`config.mk`:
```
export PLATFORM = sky130hd
export DESIGN_NAME = alu_issue
export DESIGN_NICKNAME = d
export VERILOG_FILES = /design/src/rtl/alu_issue.sv
export SDC_FILE = /design/constraint.sdc
export NUM_CORES = 1
export LEC_CHECK = 0
export CAP_MARGIN = 20
export CORE_MARGIN = 2
export CORE_UTILIZATION = 36
export DETAILED_ROUTE_END_ITERATION = 8
export PLACE_DENSITY_LB_ADDON = 0.3
export SYNTH_ARGS = -nofsm -noshare
export SYNTH_HDL_FRONTEND = slang
export SYNTH_SLANG_ARGS = --single-unit
```
`constraint.sdc`:
```
create_clock -name clk -period 3.4 [get_ports clk]
set_clock_uncertainty 0.15 [all_clocks]
set_input_delay 0.51 -clock clk [delete_from_list [all_inputs] [get_ports clk]]
set_output_delay 0.51 -clock clk [all_outputs]
set_load 0.02 [all_outputs]
```
`src/rtl/alu_issue.sv`:
```
// Operand dispatcher in front of the SIMD ALU: registers one operation onto the ALU inputs,
// waits out the integer or floating-point latency, then presents the captured result.
module alu_issue #(
    parameter int bw      = 32,
    parameter int INT_LAT = 1,
    parameter int FP_LAT  = 7
) (
    input  logic          clk,
    input  logic          rst,
    input  logic          in_valid,
    output logic          in_ready,
    input  logic [bw-1:0] in_A,
    input  logic [bw-1:0] in_B,
    input  logic [3:0]    in_mode,
    input  logic          in_dtype,
    output logic [bw-1:0] alu_A,
    output logic [bw-1:0] alu_B,
    output logic [3:0]    alu_mode,
    output logic          alu_dtype,
    input  logic [bw-1:0] alu_result,
    output logic          out_valid,
    input  logic          out_ready,
    output logic [bw-1:0] out_result,
    output logic          busy
);

    typedef enum logic [1:0] {
        IDLE = 2'd0,
        EXEC = 2'd1,
        DONE = 2'd2
    } state_t;

    // The counter is loaded with latency-1 so that capture lands exactly L edges after accept.
    localparam logic [3:0] INT_CNT = 4'(INT_LAT - 1);
    localparam logic [3:0] FP_CNT  = 4'(FP_LAT - 1);

    state_t          state_reg, state_next;
    logic [3:0]      cnt_reg, cnt_next;
    logic [bw-1:0]   a_reg, b_reg;
    logic [3:0]      mode_reg;
    logic            dtype_reg;
    logic [bw-1:0]   result_reg;
    logic            ready_next;
    logic            accept;
    logic            capture;

    always_comb begin
        state_next = state_reg;
        cnt_next   = cnt_reg;
        ready_next = 1'b0;
        accept     = 1'b0;
        capture    = 1'b0;
        case (state_reg)
            IDLE: begin
                ready_next = 1'b1;
                accept     = in_valid;
            end
            EXEC: begin
                if (cnt_reg != 4'd0) begin
                    cnt_next = cnt_reg - 4'd1;
                end else begin
                    capture    = 1'b1;
                    state_next = DONE;
                end
            end
            DONE: begin
                // Delivering the result frees the slot, so a waiting operation can issue on the same edge.
                if (out_ready) begin
                    ready_next = 1'b1;
                    accept     = in_valid;
                    state_next = IDLE;
                end
            end
            default: begin
                state_next = IDLE;
            end
        endcase
        if (accept) begin
            state_next = EXEC;
            cnt_next   = in_dtype ? FP_CNT : INT_CNT;
        end
    end

    always_ff @(posedge clk or posedge rst) begin
        if (rst) begin
            state_reg <= IDLE;
            cnt_reg   <= 4'd0;
        end else begin
            state_reg <= state_next;
            cnt_reg   <= cnt_next;
        end
    end

    always_ff @(posedge clk or posedge rst) begin
        if (rst) begin
            a_reg     <= '0;
            b_reg     <= '0;
            mode_reg  <= 4'd0;
            dtype_reg <= 1'b0;
        end else if (accept) begin
            a_reg     <= in_A;
            b_reg     <= in_B;
            mode_reg  <= in_mode;
            dtype_reg <= in_dtype;
        end
    end

    always_ff @(posedge clk or posedge rst) begin
        if (rst) begin
            result_reg <= '0;
        end else if (capture) begin
            result_reg <= alu_result;
        end
    end

    assign in_ready   = ready_next & ~rst;
    assign alu_A      = a_reg;
    assign alu_B      = b_reg;
    assign alu_mode   = mode_reg;
    assign alu_dtype  = dtype_reg;
    assign out_result = result_reg;
    assign out_valid  = (state_reg == DONE);
    assign busy       = (state_reg != IDLE);

endmodule

```
==> reports/results.ini, run 1 <==
[synthesis]
synth-seq-area-share_pct=62.9
syn_nets=358
synthArstFlopShare_pct=100
synth_area_leaders=dfrtp_1 63%, mux2_2 17%, mux2_4 10%
synth_top_area_share_pct=62.9
synthMostInstantiatedCell=dfrtp_1
avgSynthCellArea_sq_um=16.9
netlist_instances=252
synth_cell_types=24
synth_warnings=0
synthFlopType=dfrtp_1
synth_area_leader_cell=dfrtp_1
synth_edf_count=0
syn-cell-area_sq_um=4250
synth_seq_cells=107
synth_commonest_cells=107 x dfrtp_1, 66 x mux2_2, 29 x mux2_4

[placement]
io_buffers=208
dp_hpwl_um=7040
place_area_sq_um=6450
gp_congestion=0.690

[outcome]
status=finished clean

[cts]
ctsHoldBuffers=0
clock_path_buffers=2
worstSkewPairLatency_ns=0.34
cts_root_buf=clkbuf_16
ctsResizeCount=0
path_clk_slew_ns=0.06
tritoncts=built
htree_num_levels=3
cts_buffers=9
clkSinkCount=107
postCtsSetupBuffers=0

[sta]
drv_slew=0
period_needed_ns=2.69
timing.slew.headroom_pct=30.7
worstMarginPinSlew_ns=1.04
setup_viol=0
rsz0062_at_grt=no
hold_viol=0
fmax_ghz=0.372
layout_worst_path_cycle_share_pct=79.2
fin_setup_tns_ns=0

[floorplanning]
core_sq_um=11500
chipWidth_um=113
start_util_pct=37.1
num_rows=39
ios=209
die-area_sq_um=12700
die_y_um=113

[pwr]
power_density_nw_per_um2=1030
p_total_mw=6.95
static-leakage-power_nw=2.88
vdd_ir_drop_max_mv=0.646

[worst_setup_path]
start_kind=input pin
rrSetupSlack_ns=0.98
slowest_stage=clkdlybuf4s50_1
critPathMaxStageDelay_ns=0.65
crit_top_cell=clkdlybuf4s50_1
crit_chain=clkdlybuf4s50_1, and2b_1, nor3_1, clkdlybuf4s50_1
critPathArrivalTime_ns=2.03
crit_type=in2out
cp_data_required_time_ns=2.74
cp_top_family=buffers and inverters
endpoint_kind=output pin
worst-path-buf-inv=2
path_max_fanout=4

[finish]
drive_gt1_share_pct=25.2
diodes=0
area_growth_pct=59.1
nets=570
final_cell_area_sq_um=6770
nFillCells=932

[global_routing]
grt_max_degree=71
busiest_layer=met2
first_global_vias=3048
use_met3_pct=4.71
grtUsageMet2_pct=25.0
grt_pass1_wl_um=15500
antenna_found_initial=0
overflow=0
track_usage_pct=15.4
met1_usage_pct=20.2

[drt]
drt-initial-drc-count=74
viasPerCell=4.64
dr.pass1.iters=4
vias=2834
postRouteAntennaNets=0
drcViolationCount=0
wl_per_cell_um=15.7
drt-total-wl_um=9580

[run]
maxCapViolCount=0

[min_path]
hold_class=reg2reg

-- per-stage QoR --
step	util, %	worst slack [ns]	cells	hold slack [ns]
floorplan	-	1.45	252	0.373
global placement	56.3	0.693	596	0.318
detailed placement	56.3	0.703	596	0.330
CTS	59.0	0.699	611	0.350
global route	59.0	0.653	611	0.361
finish	59.0	0.709	611	0.347
-- logic make-up (layout without fill, tap and decap cells) --
kind of cell | Yosys count | count (layout) | share of synthesized area (%)
and+or+nand+nor | 18 | 18 | 3.15
muxes | 101 | 101 | 29.3
adders and majority gates | 1 | 1 | 0.294
buffers and inverters | 15 | 231 | 3.09
AOI/OAI and AO/OA | 10 | 10 | 1.24
DFF | 107 | 107 | 62.9
-- layout make-up --
type | count | area (sq um) | share of cell area (%)
Timing Repair Buffer | 211 | 2130 | 31.5
Inverter | 5 | 22.5 | 0.333
Tap cell | 143 | 179 | 2.64
Multi-Input combinational cell | 130 | 1450 | 21.3
Clock buffer | 11 | 243 | 3.59
Clock inverter | 4 | 73.8 | 1.09
Sequential cell | 107 | 2680 | 39.5
-- worst reg2reg max path, delay by kind of cell, from the launching register on --
kind	cells	cell delay, ns
buf+inv	1	0.08
mux	1	0.56
simple gates	2	0.92
flops	1	0.39
fa+ha+maj	1	0.21
-- where the power goes --
group	switching, mW	internal, mW
sequential	0.354	1.93
clock	0.438	0.663
combinational	1.56	2.00
total	2.35	4.60
-- placed cells by master (no fill, tap or decap), types with 2 or more instances in the layout --
master,n
o21ai_0,6
a31oi_1,2
nand2b_1,3
dfrtp_1,107
inv_1,4
a21oi_1,2
bufinv_16,2
clkdlybuf4s50_1,208
mux2_2,66
buf_12,2
mux2_4,29
nor3_1,2
or3_1,2
clkbuf_16,9
mux2_1,6
-- metal layers --
layer | part of all wire (%) | routed length, um | up-vias
met4 | 0.96 | 92 | 0
met1 | 43 | 4120 | 1383
met2 | 47 | 4540 | 131
met3 | 8.6 | 824 | 8
li1 | - | - | 1312
met5 | 0 | 0 | -
-- final timing paths --
kind	end	from	cells after the start
min in group asynchronous	out_result[5]	rst	3
hold reg to reg	alu_B[3]	alu_B[3]	1
setup / recovery	in_ready	out_ready	4
setup reg to reg	out_result[5]	cnt_reg[0]	5
hold / removal	alu_B[3]	alu_B[3]	1
max in group asynchronous	alu_A[2]	rst	3
(Power assumes the default switching activity.)
==> run 2, diff against run 1 <==
CORE_UTILIZATION = 40   (was 36)
clock period = 2.6 ns   (was 3.4 ns; I/O delays follow)
==> run 2 against run 1 <==
Against the previous run:
- die area down 9.7%
- setup slack worse by 0.53 ns
- flip-flop and latch count unchanged
- global-route usage up 1.3 points
- largest cell class unchanged
- highest routed layer unchanged
==> reports/results.ini, run 2 (same netlist as run 1, synthesis figures left out) <==
[floorplanning]
num_rows=37  ; -5.1%
ios=209  ; unchanged
die_y_um=107  ; -5.0%
core_sq_um=10300  ; -10%
chipWidth_um=107  ; -5.0%
die-area_sq_um=11500  ; -9.7%
start_util_pct=41.2  ; +4.1 points

[cts]
clock_path_buffers=2  ; unchanged
path_clk_slew_ns=0.09  ; +0.03 ns
cts_root_buf=clkbuf_8
htree_num_levels=3  ; unchanged
worstSkewPairLatency_ns=0.37  ; +0.03 ns
cts_buffers=9  ; unchanged
tritoncts=built
clkSinkCount=107  ; unchanged
postCtsSetupBuffers=0  ; unchanged
ctsHoldBuffers=0  ; unchanged
ctsResizeCount=0  ; unchanged

[placement]
dp_slack_ns=0.197  ; -0.506 ns
dp_hpwl_um=6830  ; -3.1%
io_buffers=208  ; unchanged
gp_congestion=0.762  ; +10%
numPlacedInstances=590  ; -1.0%

[pwr]
p_sw_share_pct=34.9  ; +1.1 points
combPwrFrac_pct=53.1  ; +1.9 points
clkPwrFrac_pct=12.9  ; -2.9 points
seqPwrFrac_pct=34.0  ; +1.1 points
p_sw_mw=3.06  ; +30%
power_density_nw_per_um2=1310  ; +28%
intPower_mw=5.70  ; +24%
static-leakage-power_nw=2.84  ; -1.5%
vdd_ir_drop_max_mv=0.614  ; -5.0%

[finish]
layout_common_cells=208 x clkdlybuf4s50_1, 107 x dfrtp_1, 66 x mux2_2
final-instance-count-excl-fill=606  ; -0.82%
diodes=0  ; unchanged
nFillCells=771  ; -17%
drive_gt1_share_pct=25.7  ; +0.53 points
multiInputGateArea_sq_um=1450  ; unchanged
seq_area_sq_um=2680  ; unchanged
nets=571  ; +0.18%
area_growth_pct=57.0
final_common_cell=clkdlybuf4s50_1
fin_util_pct=64.7  ; +5.7 points

[sta]
rsz0062_at_grt=no
hold_viol=0  ; unchanged
drv_slew=0  ; unchanged
layout_worst_path_cycle_share_pct=93.2
layout_setup_ws_ns=0.178  ; -0.531 ns
fin_setup_tns_ns=0  ; unchanged
fmax_ghz=0.413
timing.slew.headroom_pct=60.1  ; +29 points
setup_viol=0  ; unchanged
worstMarginPinSlew_ns=0.599  ; -0.437 ns
holdWs_ns=0.342  ; -0.00465 ns
period_needed_ns=2.42

[global_routing]
overflow=0  ; unchanged
track_usage_pct=16.7  ; +1.3 points
grt_pass1_wl_um=14700  ; -4.9%
first_global_vias=2838  ; -6.9%
antenna_found_initial=0  ; unchanged
grt_max_degree=108  ; +52%

[worst_setup_path]
slowest_stage=clkdlybuf4s50_1
crit_top_cell=clkdlybuf4s50_1
rrSetupSlack_ns=0.69  ; -0.29 ns
crit_chain=clkdlybuf4s50_1, and2b_1, nor3_1, clkdlybuf4s50_1
r2r_start=cnt_reg[0]
r2r_cells=6  ; +1
critical_path.endpoint=in_ready
cp_data_required_time_ns=2.06  ; -0.68 ns
path_depth=4  ; unchanged
path_max_fanout=4  ; unchanged
startpoint=out_ready
endpoint_kind=output pin
critPathArrivalTime_ns=1.88  ; -0.15 ns
critPathMaxStageDelay_ns=0.64  ; about the same
crit_type=in2out
r2r_end=out_result[6]
cp_top_family=buffers and inverters
start_kind=input pin
worst-path-buf-inv=2  ; unchanged

[drt]
dr.pass1.iters=4  ; unchanged
vias=2812  ; -0.78%
postRouteAntennaNets=0  ; unchanged
drcViolationCount=0  ; unchanged
drt-initial-drc-count=87  ; +18%
wl_per_cell_um=15.6  ; -0.46%
drt-total-wl_um=9460  ; -1.3%
viasPerCell=4.64  ; about the same

[outcome]
status=finished clean

[min_path]
hold_class=reg2reg

[run]
maxCapViolCount=0  ; unchanged

-- run 2: cell count changes in the layout (fill, tap and decap cells not counted) --
| cell | change |
|---|---|
| clkbuf_8 | +9 |
| clkinv_4 | +1 |
| clkbuf_16 | -9 |
| buf_4 | +1 |
| inv_6 | -1 |
| clkinvlp_4 | +2 |
| clkbuf_1 | -1 |
-- run 2: power groups by stage --
| stage | logic, mW | registers (mW) | clock network, mW |
|---|---|---|---|
| 3_3_place_gp | 4.64 | 2.98 | 0 |
| 4_1_cts | 4.72 | 2.99 | 1.17 |
| 5_1_grt | 4.91 | 3.09 | 1.26 |
| 2_1_floorplan | 1.62 | 3.99 | 0 |
| 6_report | 4.65 | 2.98 | 1.13 |
| 3_5_place_dp | 4.71 | 3.01 | 0 |
-- run 2: worst register-to-register path, cell delays in order (launching register included) --
cell	delay, ns
dfrtp_1	0.40
inv_1	0.08
ha_1	0.21
nor3b_4	0.30
nand2_2	0.09
buf_4	0.24
mux2_4	0.33
-- run 2: layout make-up --
class                      instances  share of cell area [%]
sequential                       107                    40.1
timing repair buffer             212                    32.0
multi-input combinational        130                    21.6
tap                              136                    2.55
clock buffer                      10                    2.06
clock inverter                     6                    1.33
inverter                           5                   0.337
-- run 2: worst min path at each step --
stage,from,endpoint,slack (ns),cells after the start
final,alu_B[2],alu_B[2],0.34,1
after CTS,alu_B[2],alu_B[2],0.35,1
after detailed placement,alu_B[2],alu_B[2],0.33,1
after global routing,alu_B[4],alu_B[4],0.37,1
after global placement,alu_B[1],alu_B[1],0.32,1
after floorplan,out_ready,state_reg[1],0.35,1
-- run 2: metrics by stage --
step	power (mW)	area [sq um]
after global routing	9.26	6680
after detailed placement	7.72	6450
after floorplan	5.61	4260
after CTS	8.88	6680
after global placement	7.62	6450
final	8.76	6680
-- run 2: metal layers --
| metal | vias up | routed length [um] | part of all wire, % | global-route usage [%] |
|---|---|---|---|---|
| met5 | - | 0 | 0 | 0 |
| met4 | 0 | 206 | 2.2 | 7.79 |
| met3 | 16 | 825 | 8.7 | 5.59 |
| met2 | 133 | 4430 | 47 | 25.9 |
| met1 | 1350 | 3990 | 42 | 21.1 |
| li1 | 1313 | - | - | - |
